## config.mk

```make
export PLATFORM = sky130hd
export DESIGN_NAME = i2c_target_regs
export DESIGN_NICKNAME = d
export VERILOG_FILES = /design/src/rtl/i2c_pkg.sv /design/src/rtl/i2c_bus_sync.sv /design/src/rtl/i2c_target_regs.sv
export SDC_FILE = /design/constraint.sdc
export NUM_CORES = 1
export LEC_CHECK = 0
export BUFFER_PORTS_ARGS = -buffer_cell sky130_fd_sc_hd__buf_2
export CAP_MARGIN = 10
export CORE_MARGIN = 2
export CORE_UTILIZATION = 57
export DETAILED_ROUTE_END_ITERATION = 16
export PLACE_DENSITY = 0.74
export REMOVE_ABC_BUFFERS = 1
export SYNTH_ARGS = -nofsm -noshare
export SYNTH_HDL_FRONTEND = slang
export SYNTH_SLANG_ARGS = --single-unit
```

## constraint.sdc

```tcl
create_clock -name clk -period 2.7 [get_ports clk]
set_clock_uncertainty 0.15 [all_clocks]
set_input_delay 0.27 -clock clk [delete_from_list [all_inputs] [get_ports clk]]
set_output_delay 0.27 -clock clk [all_outputs]
set_load 0.005 [all_outputs]
```

## src/rtl/i2c_pkg.sv

```systemverilog
// Shared I2C definitions: target FSM states, default bus address, bus ACK/NACK levels.
package i2c_pkg;

    typedef enum logic [3:0] {
        ST_IDLE,
        ST_ADDR,
        ST_ADDR_ACK,
        ST_REG,
        ST_REG_ACK,
        ST_WDATA,
        ST_WDATA_ACK,
        ST_RDATA,
        ST_RDATA_ACK
    } i2c_tgt_state_t;

    localparam logic [6:0] I2C_TGT_ADDR_DEFAULT = 7'h50;

    // SDA level seen on the ninth clock of a byte.
    localparam logic I2C_ACK  = 1'b0;
    localparam logic I2C_NACK = 1'b1;

endpackage

```

## src/rtl/i2c_bus_sync.sv

```systemverilog
// I2C bus front end: 2-FF synchronizers on SCL/SDA, registered SCL rise/fall
// pulses and START/STOP pulses. A raw pin change shows up as a pulse three
// clk cycles later; sda_smp is the synchronized SDA level aligned with the pulses.
module i2c_bus_sync (
    input  logic clk,
    input  logic reset,
    input  logic scl_in,
    input  logic sda_in,
    output logic scl_rise,
    output logic scl_fall,
    output logic start_det,
    output logic stop_det,
    output logic sda_smp
);

    logic [1:0] scl_sync_q;
    logic [1:0] sda_sync_q;
    logic       scl_prev_q;
    logic       sda_prev_q;
    logic       scl_rise_q;
    logic       scl_fall_q;
    logic       start_q;
    logic       stop_q;
    logic       sda_smp_q;

    // Synchronize the raw pins and derive registered edge/condition pulses.
    always_ff @(posedge clk) begin
        if (!reset) begin
            scl_sync_q <= 2'b11;
            sda_sync_q <= 2'b11;
            scl_prev_q <= 1'b1;
            sda_prev_q <= 1'b1;
            scl_rise_q <= 1'b0;
            scl_fall_q <= 1'b0;
            start_q    <= 1'b0;
            stop_q     <= 1'b0;
            sda_smp_q  <= 1'b1;
        end else begin
            scl_sync_q <= {scl_sync_q[0], scl_in};
            sda_sync_q <= {sda_sync_q[0], sda_in};
            scl_prev_q <= scl_sync_q[1];
            sda_prev_q <= sda_sync_q[1];
            scl_rise_q <= scl_sync_q[1] & ~scl_prev_q;
            scl_fall_q <= ~scl_sync_q[1] & scl_prev_q;
            // SDA moving while SCL stays high is a bus condition, not data.
            start_q    <= scl_sync_q[1] & scl_prev_q & sda_prev_q & ~sda_sync_q[1];
            stop_q     <= scl_sync_q[1] & scl_prev_q & ~sda_prev_q & sda_sync_q[1];
            sda_smp_q  <= sda_sync_q[1];
        end
    end

    assign scl_rise  = scl_rise_q;
    assign scl_fall  = scl_fall_q;
    assign start_det = start_q;
    assign stop_det  = stop_q;
    assign sda_smp   = sda_smp_q;

endmodule

```

## src/rtl/i2c_target_regs.sv

```systemverilog
// I2C target with a byte-wide register file, pointer-addressed reads/writes,
// a host-side write port and a bus-write notification strobe.
// Optional feature macro I2C_TGT_AUTOINC_EN: when defined the register pointer
// advances after each written byte and each master-ACKed read byte; otherwise
// it stays fixed for the whole transaction.
module i2c_target_regs
    import i2c_pkg::*;
#(
    parameter logic [6:0] TGT_ADDR = I2C_TGT_ADDR_DEFAULT,
    parameter int         NREGS    = 16
) (
    input  logic                     clk,
    input  logic                     reset,
    input  logic                     scl_in,
    input  logic                     sda_in,
    output logic                     sda_oe,
    output logic                     busy,
    output logic                     wr_strobe,
    output logic [$clog2(NREGS)-1:0] wr_addr,
    output logic [7:0]               wr_data,
    input  logic                     host_we,
    input  logic [$clog2(NREGS)-1:0] host_waddr,
    input  logic [7:0]               host_wdata
);

    localparam int PW = $clog2(NREGS);

    logic scl_rise, scl_fall, start_det, stop_det, sda_smp;

    i2c_bus_sync u_sync (
        .clk       (clk),
        .reset     (reset),
        .scl_in    (scl_in),
        .sda_in    (sda_in),
        .scl_rise  (scl_rise),
        .scl_fall  (scl_fall),
        .start_det (start_det),
        .stop_det  (stop_det),
        .sda_smp   (sda_smp)
    );

    i2c_tgt_state_t  state_q, state_d;
    logic [2:0]      bitcnt_q, bitcnt_d;
    logic [7:0]      shift_q, shift_d;
    logic [PW-1:0]   ptr_q, ptr_d;
    logic [7:0]      tx_q, tx_d;
    logic            rw_q, rw_d;
    logic            sda_oe_q, sda_oe_d;
    logic            busy_q, busy_d;
    logic [7:0]      regs_q [NREGS];
    logic            wr_strobe_q;
    logic [PW-1:0]   wr_addr_q;
    logic [7:0]      wr_data_q;

    logic            bus_we;
    logic [7:0]      byte_in;
    logic            last_bit;
    logic [PW-1:0]   ptr_adv;

    assign byte_in  = {shift_q[6:0], sda_smp};
    assign last_bit = (bitcnt_q == 3'd7);

`ifdef I2C_TGT_AUTOINC_EN
    assign ptr_adv = ptr_q + PW'(1);
`else
    assign ptr_adv = ptr_q;
`endif

    // Next-state logic: STOP beats START beats SCL edges; SDA is only ever
    // changed on a detected SCL falling edge so it is stable while SCL is high.
    always_comb begin
        state_d  = state_q;
        bitcnt_d = bitcnt_q;
        shift_d  = shift_q;
        ptr_d    = ptr_q;
        tx_d     = tx_q;
        rw_d     = rw_q;
        sda_oe_d = sda_oe_q;
        busy_d   = busy_q;
        bus_we   = 1'b0;

        if (stop_det) begin
            state_d  = ST_IDLE;
            bitcnt_d = 3'd0;
            sda_oe_d = 1'b0;
            busy_d   = 1'b0;
        end else if (start_det) begin
            // Repeated START keeps the pointer so a read can follow a pointer write.
            state_d  = ST_ADDR;
            bitcnt_d = 3'd0;
            sda_oe_d = 1'b0;
        end else begin
            case (state_q)
                ST_IDLE: begin
                    sda_oe_d = 1'b0;
                end
                ST_ADDR: begin
                    if (scl_fall) begin
                        sda_oe_d = 1'b0;
                    end else if (scl_rise) begin
                        shift_d  = byte_in;
                        bitcnt_d = bitcnt_q + 3'd1;
                        if (last_bit) begin
                            if (byte_in[7:1] == TGT_ADDR) begin
                                state_d = ST_ADDR_ACK;
                                rw_d    = byte_in[0];
                                busy_d  = 1'b1;
                            end else begin
                                state_d = ST_IDLE;
                                busy_d  = 1'b0;
                            end
                        end
                    end
                end
                ST_ADDR_ACK: begin
                    if (scl_fall) begin
                        sda_oe_d = ~I2C_ACK;
                    end else if (scl_rise) begin
                        bitcnt_d = 3'd0;
                        if (rw_q) begin
                            state_d = ST_RDATA;
                            tx_d    = regs_q[ptr_q];
                        end else begin
                            state_d = ST_REG;
                        end
                    end
                end
                ST_REG: begin
                    if (scl_fall) begin
                        sda_oe_d = 1'b0;
                    end else if (scl_rise) begin
                        shift_d  = byte_in;
                        bitcnt_d = bitcnt_q + 3'd1;
                        if (last_bit) begin
                            if ({1'b0, byte_in} < 9'(NREGS)) begin
                                state_d = ST_REG_ACK;
                                ptr_d   = byte_in[PW-1:0];
                            end else begin
                                // Out-of-range pointer: leave SDA released so the master sees NACK.
                                state_d = ST_IDLE;
                                busy_d  = 1'b0;
                            end
                        end
                    end
                end
                ST_REG_ACK, ST_WDATA_ACK: begin
                    if (scl_fall) begin
                        sda_oe_d = ~I2C_ACK;
                    end else if (scl_rise) begin
                        state_d  = ST_WDATA;
                        bitcnt_d = 3'd0;
                    end
                end
                ST_WDATA: begin
                    if (scl_fall) begin
                        sda_oe_d = 1'b0;
                    end else if (scl_rise) begin
                        shift_d  = byte_in;
                        bitcnt_d = bitcnt_q + 3'd1;
                        if (last_bit) begin
                            bus_we  = 1'b1;
                            ptr_d   = ptr_adv;
                            state_d = ST_WDATA_ACK;
                        end
                    end
                end
                ST_RDATA: begin
                    // The first falling edge here also releases the preceding ACK.
                    if (scl_fall) begin
                        sda_oe_d = ~tx_q[7];
                        tx_d     = {tx_q[6:0], 1'b0};
                    end else if (scl_rise) begin
                        bitcnt_d = bitcnt_q + 3'd1;
                        if (last_bit) begin
                            state_d = ST_RDATA_ACK;
                        end
                    end
                end
                ST_RDATA_ACK: begin
                    if (scl_fall) begin
                        sda_oe_d = 1'b0;
                    end else if (scl_rise) begin
                        bitcnt_d = 3'd0;
                        if (sda_smp == I2C_ACK) begin
                            ptr_d   = ptr_adv;
                            tx_d    = regs_q[ptr_adv];
                            state_d = ST_RDATA;
                        end else begin
                            state_d = ST_IDLE;
                            busy_d  = 1'b0;
                        end
                    end
                end
                default: begin
                    state_d  = ST_IDLE;
                    sda_oe_d = 1'b0;
                    busy_d   = 1'b0;
                end
            endcase
        end
    end

    // Protocol state registers.
    always_ff @(posedge clk) begin
        if (!reset) begin
            state_q  <= ST_IDLE;
            bitcnt_q <= 3'd0;
            shift_q  <= 8'h00;
            ptr_q    <= '0;
            tx_q     <= 8'h00;
            rw_q     <= 1'b0;
            sda_oe_q <= 1'b0;
            busy_q   <= 1'b0;
        end else begin
            state_q  <= state_d;
            bitcnt_q <= bitcnt_d;
            shift_q  <= shift_d;
            ptr_q    <= ptr_d;
            tx_q     <= tx_d;
            rw_q     <= rw_d;
            sda_oe_q <= sda_oe_d;
            busy_q   <= busy_d;
        end
    end

    // Register file: the bus write is applied last so it wins a same-register collision.
    always_ff @(posedge clk) begin
        if (!reset) begin
            for (int i = 0; i < NREGS; i++) begin
                regs_q[i] <= 8'h00;
            end
        end else begin
            if (host_we) begin
                regs_q[host_waddr] <= host_wdata;
            end
            if (bus_we) begin
                regs_q[ptr_q] <= byte_in;
            end
        end
    end

    // Write notification, coincident with the register update becoming visible.
    always_ff @(posedge clk) begin
        if (!reset) begin
            wr_strobe_q <= 1'b0;
            wr_addr_q   <= '0;
            wr_data_q   <= 8'h00;
        end else begin
            wr_strobe_q <= bus_we;
            if (bus_we) begin
                wr_addr_q <= ptr_q;
                wr_data_q <= byte_in;
            end
        end
    end

    assign sda_oe    = sda_oe_q;
    assign busy      = busy_q;
    assign wr_strobe = wr_strobe_q;
    assign wr_addr   = wr_addr_q;
    assign wr_data   = wr_data_q;

endmodule

```

# After elaboration in Yosys (flattened, before gate mapping)
# Memory sizes are Yosys's and may differ from the RTL's. A register that Yosys moved wholly into a read port is not among the register bits.
# Cells that the tools add are included.
word_totals:
  register_bits: 52
  wordCells: 196
  memories: 1
  ramBits: 128
  latchBits: 0
  out_inout_bits: 15
  rom_bits: 0
  in_bits: 17
classes:
  n_eq_ne: 58
  div_mod_pow: 0
  bitwise_logic: 18
  reduce_logical: 23
  n_shift: 0
  n_mul: 0
  n_addsub: 1
  magnitude_cmp: 1
  n_mux: 74
memory_table:
  columns: ["memory", "words", "word_bits", "read_ports", "rd_clocked_by_memory_dff", "wr", "line_no", "rtl"]
  rows:
  - ["regs_q", 16, 8, 1, 1, 16, "i2c_target_regs.sv:50", "logic [7:0] regs_q [NREGS];"]
op_table:
  columns: ["operator", "n"]
  rows:
  - ["4-bit 2-to-1 mux", 22]
  - ["8-bit 2-to-1 mux", 9]
  - ["19-bit AND reduction", 2]
  - ["2-bit != test, second input constant", 16]
  - ["4-bit one-hot mux with 8 select lines", 1]
  - ["1-bit 2-to-1 mux", 30]
  - ["2-bit by 1-bit != test with 1-bit output, second input constant", 14]
  - ["8-bit one-hot mux with 3 select lines", 1]
  - ["3-bit 2-to-1 mux", 7]
  - ["3-bit by 1-bit != test with 1-bit output, second input constant", 7]
  - ["3-bit != test, second input constant", 7]
  - ["4-bit by 3-bit equality test with 1-bit output, second input constant", 4]
  - ["8-bit OR reduction", 2]
  - ["7-bit AND reduction", 2]
  - ["3-bit by 2-bit != test with 1-bit output, second input constant", 4]
  - ["12-bit AND reduction", 1]
  - ["4-bit OR reduction", 3]
  - ["1-bit NOT", 11]
  - ["10-bit AND reduction", 1]
  - ["5-bit AND reduction", 2]
  - ["3-bit OR reduction", 3]
  - ["4-bit by 2-bit equality test with 1-bit output, second input constant", 2]
  - ["8-bit by 5-bit less-than comparator with 1-bit output, second input constant", 1]
  - ["1-bit bitwise AND", 7]
  - ["15 further kinds", 16]

# Logic depth before layout (Yosys ltp)
depth:
  depth_word: 12
  mapped_depth: 9
  mapped_depth_nobuf: 7

# Hierarchy
# A second synthesis with hierarchy kept.
hier_totals:
  cells_unflattened: 945
  hier_area_um2: 9399.0
modules_own_cells:
  columns: ["module", "seq_area_each_um2", "cells_each", "n_inst", "area_per_inst_um2"]
  rows:
  - ["i2c_target_regs", 4764.6, 923, 1, 9107.5]
  - ["i2c_bus_sync", 200.2, 22, 1, 291.5]

# Least setup slack after synthesis
# Ideal clock, no wire load.
synth_timing:
  path_kind: "flip-flop to flip-flop"
  startpoint: "reg bitcnt_q[0]"
  endpoint: "mem regs_q[3][0], enable pin"
  t_required_ns: 2.238
  arrival_ns: 1.927
  path_stages_with_launch: 8
  synth_period_minus_slack_ns: 2.390
  slack_ns: 0.310
  setup_time_ns: 0.312
  path_buffers: 1
  cell_sequence: "dfxtp_1 ha_1 ha_1 nand3b_1 or3_4 buf_6 nor3_4 or3b_2"
synth_rtl:
  columns: ["element", "line_no", "rtl"]
  rows:
  - ["start, declared", "i2c_target_regs.sv:43", "logic [2:0] bitcnt_q, bitcnt_d;"]
  - ["start signal, assigned", "i2c_target_regs.sv:216", "bitcnt_q <= bitcnt_d;"]
  - ["end, declared", "i2c_target_regs.sv:50", null]

==> results.yml <==
synth:
  syn_inst: 1004
  synth_top_area_cell: "edfxtp_1"
  syn_avg_cell_area_um2: 9.63
  synth_cell_types: 61
  yosysWarnings: 0
  syn-cell-area_um2: 9670
  ys_async_sr_fraction_pct: 0
  yosysTopAreaCellShare_pct: 39.7
  yosys-top-cells-area: "edfxtp_1, dfxtp_1, nand2_1, mux2i_1, nand3_1"
  synth_seq_area_share_pct: 51.3
  ys.flop_type: "edfxtp_1"
  synth_edf_count: 128
  synth-seq-cells: 184
worst_setup_path:
  cp_top_family: "simple AND/OR/NAND/NOR gates"
  crit_arrival_ns: 2.57
  crit_path_cell_trace: "ha_1 -> ha_1 -> nand3b_1 -> or3_4 -> nor3_4 -> buf_4 -> o21ai_0"
  crit_type: "reg2reg"
  crit_path_end_kind: "register"
  cp_common_cell: "ha_1"
  worst-path-buf-inv: 1
  critPathMaxFanout: 22
  start_kind: "register"
  r2r_cells: 7
  required_ns: 2.72
  cpMaxStageDelayCell: "or3_4"
  rr_endpoint: "regs_q[9][4]"
  rrSetupSlack_ns: 0.14
  r2r_start: "bitcnt_q[0]"
  slowest_delay_ns: 0.60
routing:
  drc: 0
  top_layer_used: "met4"
  routedLengthMet1_um: 11100
  wl_per_cell_um: 22.6
  vias: 8084
  route.met2.wl_um: 13000
  drt_wl_total_um: 28800
  dr_wl_met3_um: 3530
  firstDrtPassIters: 8
  dr.first_iter.drc_count: 1424
  via_per_inst: 6.34
  ant_nets: 0
min_path:
  hold_end: "wr_data[7]"
  hold_start: "reset"
  hp-class: "in2reg"
  hold_depth: 2
global_route:
  grt_start_max_net_pins: 32
  antenna_found_initial: 0
  track_usage_pct: 32.6
  grt.overflow.total: 0
  grt_pass1_wl_um: 43300
  first_global_vias: 7491
placed_design:
  placed_area_um2: 10300
  dp.final_hpwl_um: 19200
  place.gp.congestion: 0.947
  place_ws_ns: 0.208
  port_buffers: 31
cts:
  post_cts_buffers: 0
  root_buffer: "clkbuf_16"
  clock_latency_ns: 0.44
  cts.sinks: 184
  path_clk_slew_ns: 0.07
  cts-htree-levels: 4
  cts_tree: "built"
  numCtsBuffers: 17
  clockBufferDepth: 2
sta:
  layout_setup_ws_ns: 0.145
  worst_slew_pin_slew_ns: 0.744
  setup_viol: 0
  fin_hold_ws_ns: 0.191
  drv_slew: 0
  rsz0062_at_grt: "no"
  fmax_mhz: 391
  hold_viol_final: 0
  period_share_pct: 94.6
  relSlewSlack_pct: 49.9
  finalCriticalPeriod_ns: 2.56
power_and_ir_drop:
  leakage_nw: 3.91
  finalPower_mw: 5.83
  ir_worst_vdd_mv: 0.430
  power-per-cell-area_nw_per_um2: 537
floorplanning:
  die_area_um2: 18000
  initial_core_util_pct: 58.3
  core_um2: 16600
  rows: 47
  io_pins: 32
  die_w_um: 134
  die_h_um: 134
job:
  drv_cap: 0
final_layout:
  area_delta_synth_final_pct: 12.1
  nNetsFinal: 1062
  fin_area_um2: 10800
  nFillCells: 1325
  drive_gt1_share_pct: 17.1
  antenna_cells: 0
status:
  run_status: "finished clean"
-- layout make-up --
cell class / instances / area (um2) / area share (%)
Inverter: 8 / 30.0 / 0.277
Sequential cell: 184 / 4970 / 45.8
Multi-Input combinational cell: 730 / 4310 / 39.7
Timing Repair Buffer: 102 / 718 / 6.63
Clock inverter: 13 / 91.3 / 0.843
Clock buffer: 19 / 453 / 4.18
Tap cell: 220 / 275 / 2.54
-- flip-flops by register name, indices dropped and copies added, names as in the netlist, 2 cells and up, named ones only --
register,flops
bitcnt_q,3
wr_data,8
regs_q,128
ptr_adv,4
u_sync.sda_sync_q,2
tx_q,8
u_sync.scl_sync_q,2
shift_q,7
wr_addr,4
state_q,4
-- layer usage --
layer,global-route usage [%],vias up
met3,6.73,90
met4,15.7,0
li1,-,3663
met2,49.0,568
met5,0,-
met1,45.5,3763
-- metrics by stage --
stage	utilization, %	setup TNS [ns]	cells
after floorplan	-	-36.06	922
after global placement	62.0	0	1242
after detailed placement	62.0	0	1242
after CTS	65.4	0	1276
after global routing	65.4	0	1276
final	65.4	0	1276
-- Yosys cell counts (3+ instances only) --
master and instances:
nand2_1 274, edfxtp_1 128, nand3_1 87, o21ai_0 74, dfxtp_1 56, clkbuf_1 48, mux2i_1 45, nor2_1 41
mux4_2 18, nand2b_1 18, buf_2 17, a21boi_0 14, nor2b_1 14, a221oi_1 13, nand3b_1 12, a21oi_1 10
buf_1 9, inv_1 8, and3_1 7, nor3_1 7, nor3_2 7, nor4_1 7, or2_2 7, or3b_2 7
a22oi_1 5, buf_6 5, nor3_4 5, nand4b_1 4, and2_1 3, buf_4 3, nand4_1 3, nor3b_1 3
o22ai_1 3, o31a_1 3, o31ai_1 3
-- cell families after synthesis --
logic type | synth area share, %
AND/OR/NAND/NOR | 25.6
buffers and inverters | 4.22
XOR/XNOR | 0.0906
adder cells (fa/ha/maj) | 0.259
flip-flops | 51.3
multiplexers | 8.96
AO/OA/AOI/OAI | 9.56
-- placed cells by master, fill, tap and decap left out, drive strengths merged, types with 8 or more instances in the layout --
master,Yosys,final
a21boi,14,14
buf,34,100
nor2,41,41
nor2b,14,14
nor3,19,19
mux2i,45,45
clkbuf,48,19
nand3,88,88
nand2,274,274
nand2b,18,18
nor4,8,8
nand3b,12,12
inv,8,15
a221oi,13,13
a21oi,10,10
mux4,18,18
o21ai,76,76
dfxtp,56,56
edfxtp,128,128
-- worst max-delay path by stage --
stage	slack, ns	endpoint	cells past startpoint	startpoint
5_1_grt	0.01	regs_q[7][0]	8	bitcnt_q[0]
4_1_cts	0.16	regs_q[9][4]	7	bitcnt_q[0]
2_1_floorplan	-0.74	tx_q[6]	5	register
3_3_place_gp	0.29	regs_q[11][3]	6	bitcnt_q[0]
3_5_place_dp	0.21	regs_q[13][1]	7	bitcnt_q[0]
6_report	0.14	regs_q[9][4]	7	bitcnt_q[0]
-- power breakdown --
part / internal, mW / switching (mW) / total [mW]
combinational: 0.0894 / 0.198 / 0.287
sequential: 3.13 / 0.0462 / 3.17
clock: 1.23 / 1.13 / 2.37
total: 4.45 / 1.38 / 5.83
-- repair_timing --
item,4_1_cts,5_1_grt
hold buffers,2,0
hold endpoints to repair,2,0
gates resized for setup,0,0
Note: power is estimated with default switching activity, not from simulation.
